===== src/rtl/regfile_pkg.sv =====
// Shared defaults for the scoreboarded register file: geometry, counter width
// and the indices of the memory-mapped GPIO/UART registers.
package regfile_pkg;

    localparam int DEF_XLEN         = 32;
    localparam int DEF_NREG         = 32;
    localparam int DEF_NRP          = 2;
    localparam int DEF_CNT_W        = 2;
    localparam int DEF_GPIO_W       = 8;
    localparam int DEF_GPIO_OUT_REG = 10;
    localparam int DEF_GPIO_IN_REG  = 11;
    localparam int DEF_UART_REG     = 12;

endpackage


===== src/rtl/rf_scoreboard.sv =====
// Per-register pending-write counters plus the issue-ready and per-port busy
// logic derived from them. x0 never holds a count.
module rf_scoreboard
    import regfile_pkg::*;
#(
    parameter int NREG  = DEF_NREG,
    parameter int NRP   = DEF_NRP,
    parameter int CNT_W = DEF_CNT_W,
    parameter int AW    = $clog2(NREG)
) (
    input  logic              clk,
    input  logic              rst_n,
    input  logic [NRP*AW-1:0] rp_addr,
    input  logic              iss_valid,
    input  logic [AW-1:0]     iss_rd,
    input  logic              wb_valid,
    input  logic [AW-1:0]     wb_rd,
    output logic [NRP-1:0]    rp_busy,
    output logic              iss_ready
);

    localparam logic [CNT_W-1:0] CNT_MAX = '1;

    logic [CNT_W-1:0] cnt [NREG];
    logic             wb_live;
    logic             same_rd;
    logic             iss_fire;

    assign wb_live   = wb_valid && (wb_rd != '0);
    assign same_rd   = wb_live && (wb_rd == iss_rd);
    // A saturated register can still take an issue when a writeback to it
    // lands in the same cycle, because the net count does not move.
    assign iss_ready = (iss_rd == '0) || (cnt[iss_rd] != CNT_MAX) || same_rd;
    assign iss_fire  = iss_valid && iss_ready && (iss_rd != '0);

    always_ff @(posedge clk or negedge rst_n) begin
        if (!rst_n) begin
            for (int i = 0; i < NREG; i++) cnt[i] <= '0;
        end else begin
            for (int i = 1; i < NREG; i++) begin
                if (iss_fire && (iss_rd == AW'(i))) begin
                    if (!(wb_live && (wb_rd == AW'(i)))) cnt[i] <= cnt[i] + CNT_W'(1);
                end else if (wb_live && (wb_rd == AW'(i)) && (cnt[i] != '0)) begin
                    cnt[i] <= cnt[i] - CNT_W'(1);
                end
            end
        end
    end

    for (genvar p = 0; p < NRP; p++) begin : g_busy
        logic [AW-1:0] a;
        assign a          = rp_addr[p*AW +: AW];
        assign rp_busy[p] = (cnt[a] != '0) &&
                            !(wb_live && (wb_rd == a) && (cnt[a] == CNT_W'(1)) &&
                              !(iss_fire && (iss_rd == a)));
    end

endmodule


===== src/rtl/regfile_sb.sv =====
// Register file with write bypass, pending-write scoreboard, a synchronised
// GPIO input register, a GPIO output register and a UART holding register.
module regfile_sb
    import regfile_pkg::*;
#(
    parameter int XLEN         = DEF_XLEN,
    parameter int NREG         = DEF_NREG,
    parameter int NRP          = DEF_NRP,
    parameter int CNT_W        = DEF_CNT_W,
    parameter int GPIO_W       = DEF_GPIO_W,
    parameter int GPIO_OUT_REG = DEF_GPIO_OUT_REG,
    parameter int GPIO_IN_REG  = DEF_GPIO_IN_REG,
    parameter int UART_REG     = DEF_UART_REG
) (
    input  logic                       clk,
    input  logic                       rst_n,
    input  logic [NRP*$clog2(NREG)-1:0] rp_addr,
    output logic [NRP*XLEN-1:0]        rp_data,
    output logic [NRP-1:0]             rp_busy,
    input  logic                       iss_valid,
    input  logic [$clog2(NREG)-1:0]    iss_rd,
    output logic                       iss_ready,
    input  logic                       wb_valid,
    input  logic [$clog2(NREG)-1:0]    wb_rd,
    input  logic [XLEN-1:0]            wb_data,
    input  logic [GPIO_W-1:0]          gpio_in,
    output logic [GPIO_W-1:0]          gpio_out,
    output logic [7:0]                 uart_data,
    output logic                       uart_valid,
    input  logic                       uart_ready,
    output logic                       uart_ovf
);

    localparam int AW = $clog2(NREG);

    logic [XLEN-1:0]   regs [NREG];
    logic [GPIO_W-1:0] gpio_s1;
    logic [GPIO_W-1:0] gpio_s2;
    logic [XLEN-1:0]   gpio_rd;
    logic              wr_en;
    logic              uart_wr;

    // The GPIO input register is a read-only view of the pins, so it is
    // excluded from both the array write and the read bypass.
    assign wr_en   = wb_valid && (wb_rd != '0) && (wb_rd != AW'(GPIO_IN_REG));
    assign uart_wr = wb_valid && (wb_rd == AW'(UART_REG));
    assign gpio_rd = {{(XLEN-GPIO_W){1'b0}}, gpio_s2};

    always_ff @(posedge clk or negedge rst_n) begin
        if (!rst_n) begin
            for (int i = 0; i < NREG; i++) regs[i] <= '0;
        end else if (wr_en) begin
            regs[wb_rd] <= wb_data;
        end
    end

    always_ff @(posedge clk or negedge rst_n) begin
        if (!rst_n) begin
            gpio_s1 <= '0;
            gpio_s2 <= '0;
        end else begin
            gpio_s1 <= gpio_in;
            gpio_s2 <= gpio_s1;
        end
    end

    assign gpio_out = regs[GPIO_OUT_REG][GPIO_W-1:0];

    for (genvar p = 0; p < NRP; p++) begin : g_read
        logic [AW-1:0] a;
        assign a = rp_addr[p*AW +: AW];
        assign rp_data[p*XLEN +: XLEN] =
            (a == '0)                 ? '0      :
            (a == AW'(GPIO_IN_REG))   ? gpio_rd :
            (wb_valid && wb_rd == a)  ? wb_data :
                                        regs[a];
    end

    // uart_valid/uart_ready: a byte moves on any edge where both are high;
    // valid then drops unless a new UART_REG write reloads it that cycle.
    // Writing while valid && !ready overwrites the byte and flags overrun.
    always_ff @(posedge clk or negedge rst_n) begin
        if (!rst_n) begin
            uart_data  <= '0;
            uart_valid <= 1'b0;
            uart_ovf   <= 1'b0;
        end else if (uart_wr) begin
            uart_data  <= wb_data[7:0];
            uart_valid <= 1'b1;
            if (uart_valid && !uart_ready) uart_ovf <= 1'b1;
        end else if (uart_valid && uart_ready) begin
            uart_valid <= 1'b0;
        end
    end

    rf_scoreboard #(
        .NREG  (NREG),
        .NRP   (NRP),
        .CNT_W (CNT_W),
        .AW    (AW)
    ) u_sb (
        .clk       (clk),
        .rst_n     (rst_n),
        .rp_addr   (rp_addr),
        .iss_valid (iss_valid),
        .iss_rd    (iss_rd),
        .wb_valid  (wb_valid),
        .wb_rd     (wb_rd),
        .rp_busy   (rp_busy),
        .iss_ready (iss_ready)
    );

endmodule


===== config.mk =====
export PLATFORM = sky130hd
export DESIGN_NAME = regfile_sb
export DESIGN_NICKNAME = d
export VERILOG_FILES = /design/src/rtl/regfile_pkg.sv /design/src/rtl/rf_scoreboard.sv /design/src/rtl/regfile_sb.sv
export SDC_FILE = /design/constraint.sdc
export NUM_CORES = 2
export LEC_CHECK = 0
export CORE_MARGIN = 5
export CORE_UTILIZATION = 63
export DETAILED_ROUTE_END_ITERATION = 7
export GPL_ROUTABILITY_DRIVEN = 0
export PLACE_DENSITY = 0.81
export REMOVE_ABC_BUFFERS = 1
export SYNTH_ARGS = -nofsm -noshare
export SYNTH_HDL_FRONTEND = slang
export SYNTH_SLANG_ARGS = --single-unit

===== constraint.sdc =====
create_clock -name clk -period 3 [get_ports clk]
set_input_delay 0.45 -clock clk [delete_from_list [all_inputs] [get_ports clk]]
set_output_delay 0.45 -clock clk [all_outputs]
set_load 0.02 [all_outputs]

==> Yosys cells after proc, flatten, opt, wreduce, memory -nomap -nowiden <==
Index checks and enable logic that the tools add are counted.
{ "totals": {"in_bits": 65, "wordCells": 585, "register_bits": 1112, "out_inout_bits": 85} }
{ "op_classes": {"n_mux": 119, "n_bitwise": 4, "n_reduce_logical": 223, "n_addsub": 62, "order_cmp": 5, "n_eq_ne": 104} }
{ "op_table": {"columns": ["cell", "n"], "rows": [
  ["bitwise mux 1024 bit", 1],
  ["two-way mux 32 bit", 11],
  ["binary-select mux 32 bit (select 5 bit)", 2],
  ["two-way mux 2 bit", 99],
  ["demux 32 bit (select 5 bit)", 1],
  ["equality test 5 bit (second input constant)", 32],
  ["nonzero test 2 bit", 65],
  ["logical AND 1 bit", 114],
  ["equality test 5 x 4 -> 1 bit (second input constant)", 18],
  ["!= test 2 bit (second input constant)", 32],
  ["AND reduction 2 bit", 32],
  ["adder 2 x 1 -> 2 bit (second input constant)", 31],
  ["subtractor 2 x 1 -> 2 bit (second input constant)", 31],
  ["equality test 5 x 3 -> 1 bit (second input constant)", 8],
  ["binary-select mux 2 bit (select 5 bit)", 3],
  ["equality test 5 bit", 5],
  ["greater-or-equal comparator 6 bit (second input constant)", 4],
  ["NOT 5 -> 6 bit", 4],
  ["equality test 5 x 2 -> 1 bit (second input constant)", 4],
  ["logical NOT 5 bit", 3],
  ["equality test 5 x 1 -> 1 bit (second input constant)", 2],
  ["nonzero test 5 bit", 2],
  ["< comparator 6 x 1 -> 1 bit (second input constant)", 1],
  ["logical NOT 1 bit", 5],
  ["4 further kinds", 7]
]} }

==> Depth between registers and ports, before layout <==
{ "depth": {"word_depth": 14, "depth_mapped": 11, "ltp_nobuf": 7} }

==> Cells and area by module <==
From an unflattened synthesis, not the netlist that was laid out.
{ "unflattened": {"hier_cells": 4701, "area_unflattened_um2": 62466.2} }
{ "by_module_without_submodules": {"columns": ["module", "seq_area_each_um2", "instances", "area_each_um2", "cells_per_inst"], "rows": [
  ["regfile_sb", 26275.2, 1, 56272.7, 4009],
  ["rf_scoreboard", 1551.5, 1, 6193.4, 692]
]} }

==> Worst setup path after synthesis <==
Ideal clock, no wire load.
{ "synth_path": {"path_kind": "input to output", "startpoint": "input rp_addr[5]", "endpoint": "output rp_busy[1]", "path_buffers": 4, "t_arrival_ns": 2.649, "slack_ns": -0.099, "t_required_ns": 2.550, "cell_stages": 8, "path_cell_list": "buf_2 > buf_6 > buf_6 > buf_6 > mux4_2 > o21ai_0 > a21oi_1 > o41ai_1"} }
{ "synth_via": {"elab_chain_len": 9} }
{ "synth_lines": {"columns": ["element", "line_no", "source"], "rows": [
  ["from (decl)", "regfile_sb.sv:17", "input logic [NRP*$clog2(NREG)-1:0] rp_addr,"],
  ["NOT 5 -> 6 bit (implied by the code)", "rf_scoreboard.sv:53, rf_scoreboard.sv:54", null],
  ["binary-select mux 2 bit (select 5 bit)", "rf_scoreboard.sv:53, rf_scoreboard.sv:54", null],
  ["two-way mux 2 bit (implied by the code) (2 in a row)", "rf_scoreboard.sv:53, rf_scoreboard.sv:54", null],
  ["equality test 2 x 1 -> 1 bit", "rf_scoreboard.sv:54", "!(wb_live && (wb_rd == a) && (cnt[a] == CNT_W'(1)) &&"],
  ["logical AND 1 bit (2 in a row)", "rf_scoreboard.sv:54", null],
  ["logical NOT 1 bit", "rf_scoreboard.sv:54", null],
  ["logical AND 1 bit *", "rf_scoreboard.sv:53", "assign rp_busy[p] = (cnt[a] != '0) &&"],
  ["to (decl)", "regfile_sb.sv:19", "output logic [NRP-1:0] rp_busy,"]
]} }
Every way passes the cells marked *; elsewhere a longest branch is shown, timed or not. The select of a mux whose other input is x is not followed.

==> Worst setup path in the final report <==
{ "layout_path": {"startpoint": "register u_sb.cnt[33] in the netlist's numbering", "endpoint": "output rp_busy[0]"} }
{ "layout_via": {"elab_chain_len": 13} }
{ "layout_lines": {"columns": ["element", "line_no", "source"], "rows": [
  ["from (decl)", "rf_scoreboard.sv:24", "logic [CNT_W-1:0] cnt [NREG];"],
  ["from (signal, indexed assignment)", "rf_scoreboard.sv:42", "if (!(wb_live && (wb_rd == AW'(i)))) cnt[i] <= cnt[i] + CNT_W'(1);"],
  ["from (signal, indexed assignment)", "rf_scoreboard.sv:44", "cnt[i] <= cnt[i] - CNT_W'(1);"],
  ["binary-select mux 2 bit (select 5 bit)", "rf_scoreboard.sv:33", "assign iss_ready = (iss_rd == '0) || (cnt[iss_rd] != CNT_MAX) || same_rd;"],
  ["two-way mux 2 bit (implied by the code) (2 in a row)", "rf_scoreboard.sv:33", null],
  ["!= test 2 bit", "rf_scoreboard.sv:33", null],
  ["logical OR 1 bit (2 in a row)", "rf_scoreboard.sv:33", null],
  ["logical AND 1 bit (2 in a row)", "rf_scoreboard.sv:34", "assign iss_fire = iss_valid && iss_ready && (iss_rd != '0);"],
  ["logical AND 1 bit", "rf_scoreboard.sv:55", "!(iss_fire && (iss_rd == a)));"],
  ["logical NOT 1 bit", "rf_scoreboard.sv:55", null],
  ["logical AND 1 bit", "rf_scoreboard.sv:54", null],
  ["logical NOT 1 bit", "rf_scoreboard.sv:54", null],
  ["logical AND 1 bit *", "rf_scoreboard.sv:53", null]
]} }
Marked as above.

==> metrics.yaml <==
run_status:
  outcome: "finished, violations left"
  violations: "negative setup slack"
clocking:
  cts_tree: "done"
  root_buffer: "clkbuf_16"
  clkLatencyLatePin_ns: 0.73
  numCtsBuffers: 114
  htreeDepth: 3
  clk_pin_slew_ns: 0.07
  cts.sinks: 1112
  cts_max_path_buffers: 3
synthesis:
  synth_top_cell_area_share_pct: 45.5
  ys_async_sr_fraction_pct: 100
  ys_warn_count: 2
  syn_avg_cell_area_sq_um: 14.4
  synth_top_area_cell: "dfrtp_1"
  ys_ff_latch: 1112
  ys_seq_area_share_pct: 45.5
  ys_types: 62
  synth_ff_type: "dfrtp_1"
  synth_cells: 4255
  netlist_area_sq_um: 61100
  ys_top_cells_by_area: "dfrtp_1 46%, mux4_2 24%, mux2_2 16%"
  synth-edff-count: 0
routing:
  wl_per_cell_um: 32.8
  drcViolationCount: 0
  viasPerCell: 7.29
  first_pass_iters: 5
  drtIter0Drc: 5973
  ant_nets: 0
  drt-total-wl_mm: 196
  vias: 43533
worst_setup_path:
  arrival_ns: 2.79
  cpMaxStageDelayCell: "mux4_2"
  r2r_cells: 10
  crit_path_end_kind: "output pin"
  path_buf_inv: 2
  worst_setup_path_start_kind: "flop"
  reg2reg_to: "u_sb.cnt[14]"
  rr_startpoint: "u_sb.cnt[8]"
  crit_chain: "buf_6 > mux4_2 > mux4_2 > a21oi_2 > mux2_4 > o41ai_2 > buf_4"
  critPathMaxStageDelay_ns: 0.51
  cp_top_family: "multiplexers"
  crit_path_frequent_cell: "mux4_2"
  critical_path_class: "reg2out"
  cp_max_fo: 5
  required_ns: 2.55
  reg2reg_slack_ns: 0.59
power:
  power_leakage_nw: 32.1
  pwr_density_cell_nw_per_um2: 639
  seqPwrFrac_pct: 43.1
  p_sw_share_pct: 28.6
  pwr-share-clk_pct: 32.1
  peakVddDrop_mv: 0.608
  finalPower_mw: 46.6
  pwr-share-comb_pct: 24.8
  internal_power_mw: 33.3
  p_switching_mw: 13.3
min_path:
  hold-path-endpoint: "gpio_s1[5]"
  hp-start: "gpio_in[5]"
  min_path_cells: 1
  hp-class: "in2reg"
cells_and_area:
  post-route-util_pct: 75.5
  layout_common_cells: "1112 x dfrtp_1, 871 x mux2_2, 662 x mux4_2"
  layout_commonest_cell: "dfrtp_1"
  areaGrowthSynthToFinish_pct: 19.2
  finalNetCount: 4665
  layout-drive-gt1-share_pct: 53.7
  regArea_sq_um: 27800
  fin_area_sq_um: 72800
  num-fill-cells: 5356
  fin_cells: 5969
  multi_input_area_sq_um: 31700
timing:
  max_slew.worst_pin.slew_ns: 0.893
  grt_setup_unrepaired: "yes"
  setup_violations: 59
  fin_crit_ns: 3.24
  fin_crit_sh_pct: 108
  worst_hold_slack_ns: 0.171
  fmax_mhz: 309
  tns_ns: -5.42
  maxSlewHeadroom_pct: 40.4
  slew_viol_final: 0
  hold_viol: 0
  fin_worst_skew_ns: 0.0212
  timing.final.ws_setup_ns: -0.235
grt:
  track_usage_pct: 37.4
  antenna_found_initial: 1
  grt_max_degree: 137
  grt_pass1_vias: 45701
  grt_overflow: 0
  grt_pass1_wl_mm: 290
place:
  dpl_cell_area_sq_um: 67700
  dp.cells: 5672
  io_buffers: 149
  dp_worst_setup_slack_ns: -0.907
  dp_hpwl_mm: 119
floorplan:
  die_h_um: 321
  row_count: 114
  start_util_pct: 63.4
  die_w_um: 321
  core_area_sq_um: 96400
  ios: 150
  die_area_sq_um: 103000
flow_run:
  cap_viol_max_count: 0
-- sequential cells by signal, summed over array words and instances (netlist names) --
| register | cells |
|---|---|
| gpio_s2 | 8 |
| uart_valid | 1 |
| gpio_out | 8 |
| uart_data | 8 |
| regs | 1016 |
| gpio_s1 | 8 |
| u_sb.cnt | 62 |
| uart_ovf | 1 |
-- cells in the mapped netlist, types with 14 or more instances --
cell type and count:
o22ai_1 14, mux4_2 661, buf_1 26, dfrtp_1 1112, nand3_1 46, mux2_2 871, buf_2 128, nand2_1 398
a211oi_1 78, o21ai_0 60, a21oi_1 42, nor2_1 98, buf_4 39, and2_1 18, mux2i_1 98, xnor2_1 25
o21ai_1 22, nor2b_1 32, clkbuf_1 294
-- timing repair --
| action | CTS | global route |
|---|---|---|
| pin swaps | 45 | 27 |
| buffers inserted | 48 | 34 |
| resized for setup | 454 | 57 |
| hold endpoints to repair | 207 | 0 |
| hold buffers | 1 | 0 |
| endpoints found under the setup margin | 67 | 65 |
| gates cloned | 4 | 1 |
-- worst max path at each step --
| stage | from | end | slack, ns | cells after the start |
|---|---|---|---|---|
| after floorplan | wb_rd[2] | u_sb.cnt[44] | -0.81 | 6 |
| after global placement | iss_rd[0] | rp_busy[1] | -0.87 | 10 |
| after detailed placement | iss_rd[0] | rp_busy[1] | -0.91 | 10 |
| after CTS | regs[537] | rp_data[25] | -0.23 | 6 |
| after global routing | u_sb.cnt[38] | rp_busy[1] | -0.30 | 8 |
| final | u_sb.cnt[33] | rp_busy[0] | -0.24 | 7 |
-- per-layer routing --
layer  GRT usage (%)  share of wire [%]  wire, um
met5               0             0.0097        19
met4            20.5                6.8     13200
met3            10.8                 12     23300
met2            56.9                 46     91000
met1            49.5                 35     68200
-- final cells by class --
class,count,area share (%)
Antenna cell,2,0.00687
Clock buffer,167,4.62
Clock inverter,40,0.742
Inverter,11,0.0567
Multi-Input combinational cell,2634,43.6
Sequential cell,1112,38.2
Tap cell,1276,2.19
Timing Repair Buffer,727,10.6
-- cell families after synthesis --
kind of cell	after synthesis	share of synthesized area [%]
multiplexers	1634	42.1
flip-flops	1112	45.5
AND/OR/NAND/NOR	687	5.14
buffers and inverters	509	3.77
AO/OA/AOI/OAI	280	2.95
XOR/XNOR	33	0.473
-- power groups by stage --
stage | logic [mW] | registers [mW] | clock network [mW]
2_1_floorplan | 6.84 | 19.4 | 0
3_3_place_gp | 10.5 | 19.7 | 0
3_5_place_dp | 10.9 | 20.0 | 0
4_1_cts | 11.2 | 19.8 | 15.0
5_1_grt | 12.2 | 20.3 | 15.7
6_report | 11.6 | 20.1 | 15.0
No activity file was read; power rests on OpenSTA's default activity.
